[config.mk]
export PLATFORM = sky130hd
export DESIGN_NAME = spi_target
export DESIGN_NICKNAME = d
export VERILOG_FILES = /design/src/rtl/spi_target_pkg.sv /design/src/rtl/spi_target_sync.sv /design/src/rtl/spi_target.sv
export SDC_FILE = /design/constraint.sdc
export NUM_CORES = 1
export LEC_CHECK = 0
export CORE_MARGIN = 4
export CORE_UTILIZATION = 45
export CTS_CLUSTER_DIAMETER = 40
export DETAILED_ROUTE_END_ITERATION = 8
export GPL_ROUTABILITY_DRIVEN = 0
export PLACE_DENSITY_LB_ADDON = 0.15
export REMOVE_ABC_BUFFERS = 1
export SYNTH_ARGS = -nofsm -noshare
export SYNTH_HDL_FRONTEND = slang
export SYNTH_SLANG_ARGS = --single-unit
export TNS_END_PERCENT = 50
[constraint.sdc]
create_clock -name clk -period 3.06 [get_ports clk]
set_clock_uncertainty 0.1 [all_clocks]
set_input_delay 0.612 -clock clk [delete_from_list [all_inputs] [get_ports clk]]
set_output_delay 0.612 -clock clk [all_outputs]
set_load 0.01 [all_outputs]
[src/rtl/spi_target_pkg.sv]
// spi_target_pkg: shared types and constants for the spi_target SPI responder.
//   state_e      transaction state (IDLE, CMD, WDATA, RDATA)
//   CMD_RW_BIT   bit of the command byte selecting write (1) or read (0)
//   SYNC_STAGES  depth of the bus synchronisers
package spi_target_pkg;

    typedef enum logic [1:0] {
        IDLE  = 2'd0,
        CMD   = 2'd1,
        WDATA = 2'd2,
        RDATA = 2'd3
    } state_e;

    localparam int unsigned CMD_RW_BIT  = 7;
    localparam int unsigned SYNC_STAGES = 2;

endpackage

[src/rtl/spi_target_sync.sv]
// spi_target_sync: multi-flop synchroniser with edge detection for one
// asynchronous bus line. All flops reset to RESET_VAL (the idle bus level),
// so no spurious edge is reported on leaving reset.
// Ports:
//   clk_i   local clock
//   rst_i   synchronous active-high reset
//   d_i     asynchronous input
//   q_o     synchronised level (last synchroniser stage)
//   rise_o  one-cycle pulse on a synchronised 0->1 transition
//   fall_o  one-cycle pulse on a synchronised 1->0 transition
module spi_target_sync
    import spi_target_pkg::*;
#(
    parameter int unsigned STAGES    = SYNC_STAGES,
    parameter logic        RESET_VAL = 1'b0
) (
    input  logic clk_i,
    input  logic rst_i,
    input  logic d_i,
    output logic q_o,
    output logic rise_o,
    output logic fall_o
);

    logic [STAGES-1:0] sync_q;
    logic              prev_q;

    always_ff @(posedge clk_i) begin
        if (rst_i) begin
            sync_q <= {STAGES{RESET_VAL}};
            prev_q <= RESET_VAL;
        end else begin
            sync_q <= {sync_q[STAGES-2:0], d_i};
            prev_q <= sync_q[STAGES-1];
        end
    end

    assign q_o    = sync_q[STAGES-1];
    assign rise_o =  sync_q[STAGES-1] & ~prev_q;
    assign fall_o = ~sync_q[STAGES-1] &  prev_q;

endmodule

[src/rtl/spi_target.sv]
// spi_target: SPI mode-0 responder (MSB first) bridging a command byte plus a
// data burst onto a local register bus with one-cycle read/write strobes.
// The first byte shifted out is always status_in; read data follows.
// Ports:
//   clk, cpld_rst              local clock, synchronous active-high reset
//   SPI_csb, SPI_sck, SPI_si   bus inputs, asynchronous to clk
//   SPI_so, so_oe              serial data out and its output enable
//   status_in                  status byte returned first in every transaction
//   reg_addr, reg_wdata        register bus address and write data
//   reg_we, reg_re             one-cycle write / read strobes
//   reg_rdata                  read data, valid the cycle after reg_re
//   busy                       transaction open
// Build option: define SPI_TARGET_AUTOINC_EN to advance the address by one
// after each data byte; otherwise the command address is held (FIFO port).
module spi_target
    import spi_target_pkg::*;
#(
    parameter int unsigned ADDR_W = 7
) (
    input  logic              clk,
    input  logic              cpld_rst,
    input  logic              SPI_csb,
    input  logic              SPI_sck,
    input  logic              SPI_si,
    output logic              SPI_so,
    output logic              so_oe,
    input  logic [7:0]        status_in,
    output logic [ADDR_W-1:0] reg_addr,
    output logic [7:0]        reg_wdata,
    output logic              reg_we,
    output logic              reg_re,
    input  logic [7:0]        reg_rdata,
    output logic              busy
);

`ifdef SPI_TARGET_AUTOINC_EN
    localparam logic AUTOINC = 1'b1;
`else
    localparam logic AUTOINC = 1'b0;
`endif

    // ---------------- bus synchronisers ----------------
    logic csb_s, csb_rise, csb_fall;
    logic sck_s, sck_rise, sck_fall;
    logic si_s, si_rise, si_fall;
    logic [1:0] si_unused;

    spi_target_sync #(.STAGES(SYNC_STAGES), .RESET_VAL(1'b1)) u_sync_csb (
        .clk_i(clk), .rst_i(cpld_rst), .d_i(SPI_csb),
        .q_o(csb_s), .rise_o(csb_rise), .fall_o(csb_fall)
    );
    spi_target_sync #(.STAGES(SYNC_STAGES), .RESET_VAL(1'b0)) u_sync_sck (
        .clk_i(clk), .rst_i(cpld_rst), .d_i(SPI_sck),
        .q_o(sck_s), .rise_o(sck_rise), .fall_o(sck_fall)
    );
    spi_target_sync #(.STAGES(SYNC_STAGES), .RESET_VAL(1'b0)) u_sync_si (
        .clk_i(clk), .rst_i(cpld_rst), .d_i(SPI_si),
        .q_o(si_s), .rise_o(si_rise), .fall_o(si_fall)
    );
    assign si_unused = {si_rise, si_fall};

    // ---------------- state and datapath registers ----------------
    state_e            state_q, state_d;
    logic [2:0]        bit_cnt_q;
    logic [6:0]        rx_q;
    logic [7:0]        tx_q;
    logic [ADDR_W-1:0] addr_q;
    logic [7:0]        wdata_q;
    logic              we_q, we_d;
    logic              re_q, re_d;
    logic              load_q;
    logic [SYNC_STAGES:0] fill_q;
    logic              armed_q;

    logic       active;
    logic       bit_rise;
    logic       byte_done;
    logic       start;
    logic [7:0] rx_byte;

    // The synchronisers reset to the idle bus, so a reset taken while csb is
    // really low looks like a fresh csb fall once they refill. armed_q stays
    // low until a genuinely high csb has been seen after the synchronisers
    // have refilled, so that phantom fall and the rest of the interrupted
    // transaction are ignored.
    assign active    = (state_q != IDLE);
    assign bit_rise  = sck_rise && active;
    assign rx_byte   = {rx_q, si_s};
    assign byte_done = bit_rise && (bit_cnt_q == 3'd7);
    assign start     = (state_q == IDLE) && csb_fall && armed_q;

    // State register
    always_ff @(posedge clk) begin
        if (cpld_rst) begin
            state_q <= IDLE;
        end else begin
            state_q <= state_d;
        end
    end

    // Next-state logic; a csb rise wins over any other transition
    always_comb begin
        state_d = state_q;
        case (state_q)
            IDLE:    if (start) state_d = CMD;
            CMD:     if (byte_done) state_d = rx_byte[CMD_RW_BIT] ? WDATA : RDATA;
            default: state_d = state_q;
        endcase
        if (csb_rise) state_d = IDLE;
    end

    // Strobe logic; a completed byte still strobes when csb rises in the same cycle
    always_comb begin
        we_d = 1'b0;
        re_d = 1'b0;
        if (byte_done) begin
            case (state_q)
                CMD:     re_d = !rx_byte[CMD_RW_BIT];
                WDATA:   we_d = 1'b1;
                RDATA:   re_d = 1'b1;
                default: ;
            endcase
        end
    end

    always_ff @(posedge clk) begin
        if (cpld_rst) begin
            bit_cnt_q <= '0;
            rx_q      <= '0;
            tx_q      <= '0;
            addr_q    <= '0;
            wdata_q   <= '0;
            we_q      <= 1'b0;
            re_q      <= 1'b0;
            load_q    <= 1'b0;
            fill_q    <= '0;
            armed_q   <= 1'b0;
        end else begin
            we_q   <= we_d;
            re_q   <= re_d;
            load_q <= re_q;
            fill_q <= {fill_q[SYNC_STAGES-1:0], 1'b1};
            armed_q <= armed_q | (fill_q[SYNC_STAGES] & csb_s & ~csb_rise);

            if (start || csb_rise) begin
                bit_cnt_q <= '0;
            end else if (bit_rise) begin
                bit_cnt_q <= bit_cnt_q + 3'd1;
            end

            if (bit_rise) begin
                rx_q <= rx_byte[6:0];
            end

            // No shift on the fall right after a byte boundary, so a freshly
            // loaded byte presents its MSB for the next rise.
            if (start) begin
                tx_q <= status_in;
            end else if (load_q && (state_q == RDATA)) begin
                tx_q <= reg_rdata;
            end else if (sck_fall && active && (bit_cnt_q != 3'd0)) begin
                tx_q <= {tx_q[6:0], 1'b0};
            end

            if (byte_done && (state_q == CMD)) begin
                addr_q <= rx_byte[ADDR_W-1:0];
            end else if (AUTOINC && ((byte_done && (state_q == RDATA)) || we_q)) begin
                addr_q <= addr_q + ADDR_W'(1);
            end

            if (we_d) begin
                wdata_q <= rx_byte;
            end
        end
    end

    assign SPI_so    = tx_q[7];
    assign so_oe     = armed_q & ~csb_s;
    assign busy      = armed_q & ~csb_s;
    assign reg_addr  = addr_q;
    assign reg_wdata = wdata_q;
    assign reg_we    = we_q;
    assign reg_re    = re_q;

endmodule

==> results.md <==
- Status: completed
- Fill count: 338
- Vias in the first global route: 1483
- VDD IR max: 0.355 mV
- DRT iter0 DRCs: 67
- Final setup viols: 0
- Overall die width: 73.5 um
- Post-route ant nets: 0
- Setup bufs post-CTS: 0
- H-tree depth: 2
- Wire per inst: 13.8 um
- Final Hold Vio Count: 0
- TritonRoute pass-1 iters: 4
- CP max FO: 4
- CTS root buffer: clkbuf_8
- NetSw: 0.000242 W
- Critical Path AT: 1500 ps
- Internal: 0.000879 W
- Share of layout cells above drive strength 1: 7.76%
- Worst hold path class: reg2reg
- Clock Power Share: 35.9%
- Xor/xnor share of the synthesized area: 0.453%
- Mux contribution to synthesized area: 12.4%
- Most frequent cells after synthesis: dfxtp_1 (50), nor2_1 (30), mux2i_1 (24), nand2_1 (15), nor2b_1 (11)
- Fin crit share: 72.4%
- # IOs: 41
- Max_slew headroom: 47.4%
- Post-synthesis adder-cell area fraction: 1.94%
- Synth Cell Area: 1930 sq um
- Area growth syn-to-layout: 26.7%
- Worst hold path depth: 1
- Initial antenna violation count: 0
- WS Path Type: reg2out
- Worst reg2reg setup slack: 1130 ps
- Worst-path clk slew: 90 ps
- CTS max path bufs: 2
- Clk_lat worst skew: 300 ps
- End of the worst hold path: u_sync_csb.sync_q[1]
- Cell Rows: 23
- Vias: 1482
- Antenna cells: 0
- Crit path launch type: register
- Largest family of logic cells by synthesized area: simple AND/OR/NAND/NOR gates
- Die Y: 73.5 um
- Reg2Reg Launch Point: bit_cnt_q[0]
- Min-delay src: u_sync_csb.sync_q[0]
- Synth Instances: 193
- Vias per inst: 5.26
- Leakage: 0.921 nW
- Area leader, netlist: dfxtp_1
- Setup TNS: 0 ps
- GRT overflow: 0
- Syn avg cell area: 10.0 sq um
- TritonCTS clock tree: done
- Sequential share of power: 59.1%
- Sink Count: 50
- Core Area: 4090 sq um
- Total Routed Length: 3900 um
- Largest net degree at the start of global routing: 28
- Flops & latches, synth: 50
- Nets: 255
- Asr flop ratio synth: 0%
- DRC: 0
- GRT Total Usage: 15.9%
- Comb power frac: 5.0%
- FF-to-FF path depth: 6
- Unrepaired setup endpoints after global routing: no
- Crit end category: output pin
- Worst-Margin Slew: 782 ps
- First-pass GRT wire length: 6680 um
- Worst Path Required: 2350 ps
- Top post-synthesis cells by area: dfxtp_1 (52%), mux2i_1 (12%), nor2_1 (5.8%), nor2b_1 (3.6%), a22o_1 (3.2%)
- Count leader, synth: dfxtp_1
- Post-Route Utilization: 60.0%
- IO buf count: 40
- Post-DP HPWL: 2800 um
- Compound-Gate Fraction of Synth Area: 11.1%
- Minimum clock period: 2220 ps
- Sequential share of the synthesized area: 51.8%
- Simple-Gate Fraction of Synth Area: 18.6%
- Switching share of power: 21.6%
- Area share of the largest cell type after synthesis: 51.8%
- DIE AREA: 5410 sq um
- MaxCap Viol Count: 0
- CTS resizes: 0
- Ys flop type: dfxtp_1
- EDFF count, synth: 0
- Library cells used by synthesis: 33
- Initial cell density of the core: 47.3%
- RR Endpoint: reg_addr[3]
- Achievable frequency: 0.451 GHz
- Hold_buf cts: 0
- CTS buffer count: 5
- Power Density: 458 nW/um^2
- Synth warn: 0
- Slew Limit Fails: 0
-- routing by layer --
metal | share of wire (%) | routed length, um | GRT usage (%)
met1 | 44 | 1720 | 19.3
met2 | 48 | 1860 | 25.7
met3 | 6.6 | 256 | 5.61
met4 | 1.7 | 66 | 6.44
met5 | 0 | 0 | 0
-- worst max-delay path by stage --
stage	slack (ps)	cells past startpoint	startpoint	to
2_1_floorplan	1260	4	armed_q	tx_q[1]
3_3_place_gp	640	5	cpld_rst	bit_cnt_q[1]
3_5_place_dp	550	5	cpld_rst	bit_cnt_q[1]
4_1_cts	810	2	armed_q	so_oe
5_1_grt	720	2	armed_q	so_oe
6_report	840	2	armed_q	busy
-- cells in the final DEF (no fill, tap or decap), types with 3 or more instances in the layout --
master,instances
a22o_1,7
o21a_1,7
o211ai_1,7
nand3_1,3
clkbuf_8,6
clkdlybuf4s50_1,40
nand2_1,15
dfxtp_1,50
inv_1,4
ha_1,3
nor2b_1,11
mux2i_1,24
nor2_1,30
-- worst max-delay path: stages, from the launching register on --
cell	delay [ps]
dfxtp_1	330
nor2b_1	270
clkdlybuf4s50_1	600
-- final cells by class --
cell class                 count  area, sq um  area share, %
sequential                    50         1000           40.9
multi-input combinational    128          861           35.1
timing repair buffer          41          408           16.6
clock buffer                   6         82.6           3.37
tap                           50         62.6           2.55
inverter                       5         18.8          0.766
clock inverter                 2         16.3          0.664
-- sequential cells by signal, summed over array words and instances, names as in the netlist, 2 cells and up --
register / count
bit_cnt_q: 3
fill_q: 3
reg_addr: 7
reg_wdata: 8
rx_q: 7
state_q: 2
tx_q: 8
u_sync_csb.sync_q: 2
u_sync_sck.sync_q: 2
u_sync_si.sync_q: 2
-- stage by stage --
step / power [W] / worst slack (ps) / instances / area [sq um] / hold slack (ps)
final: 0.00112 / 843 / 282 / 2450 / 317
after global routing: 0.00117 / 724 / 282 / 2450 / 330
after CTS: 0.00114 / 808 / 282 / 2450 / 318
after detailed placement: 0.000734 / 554 / 274 / 2350 / 295
after global placement: 0.000732 / 642 / 274 / 2350 / 299
after floorplan: 0.000695 / 1260 / 183 / 1880 / 289
-- power by group through the flow --
stage	clock, W	combinational (W)	sequential, W
2_1_floorplan	0	0.0000179	0.000677
3_3_place_gp	0	0.0000545	0.000678
3_5_place_dp	0	0.0000562	0.000678
4_1_cts	0.000418	0.0000568	0.000663
5_1_grt	0.000448	0.0000608	0.000664
6_report	0.000402	0.0000563	0.000663
-- cell families (layout without fill, tap and decap cells) --
group | after synthesis | after routing
and+or+nand+nor | 72 | 72
DFF | 50 | 50
AOI/OAI and AO/OA | 28 | 28
muxes | 24 | 24
buffers and inverters | 15 | 54
adders and majority gates | 3 | 3
xor gates and xnor gates | 1 | 1
No activity file was read; power rests on OpenSTA's default activity.
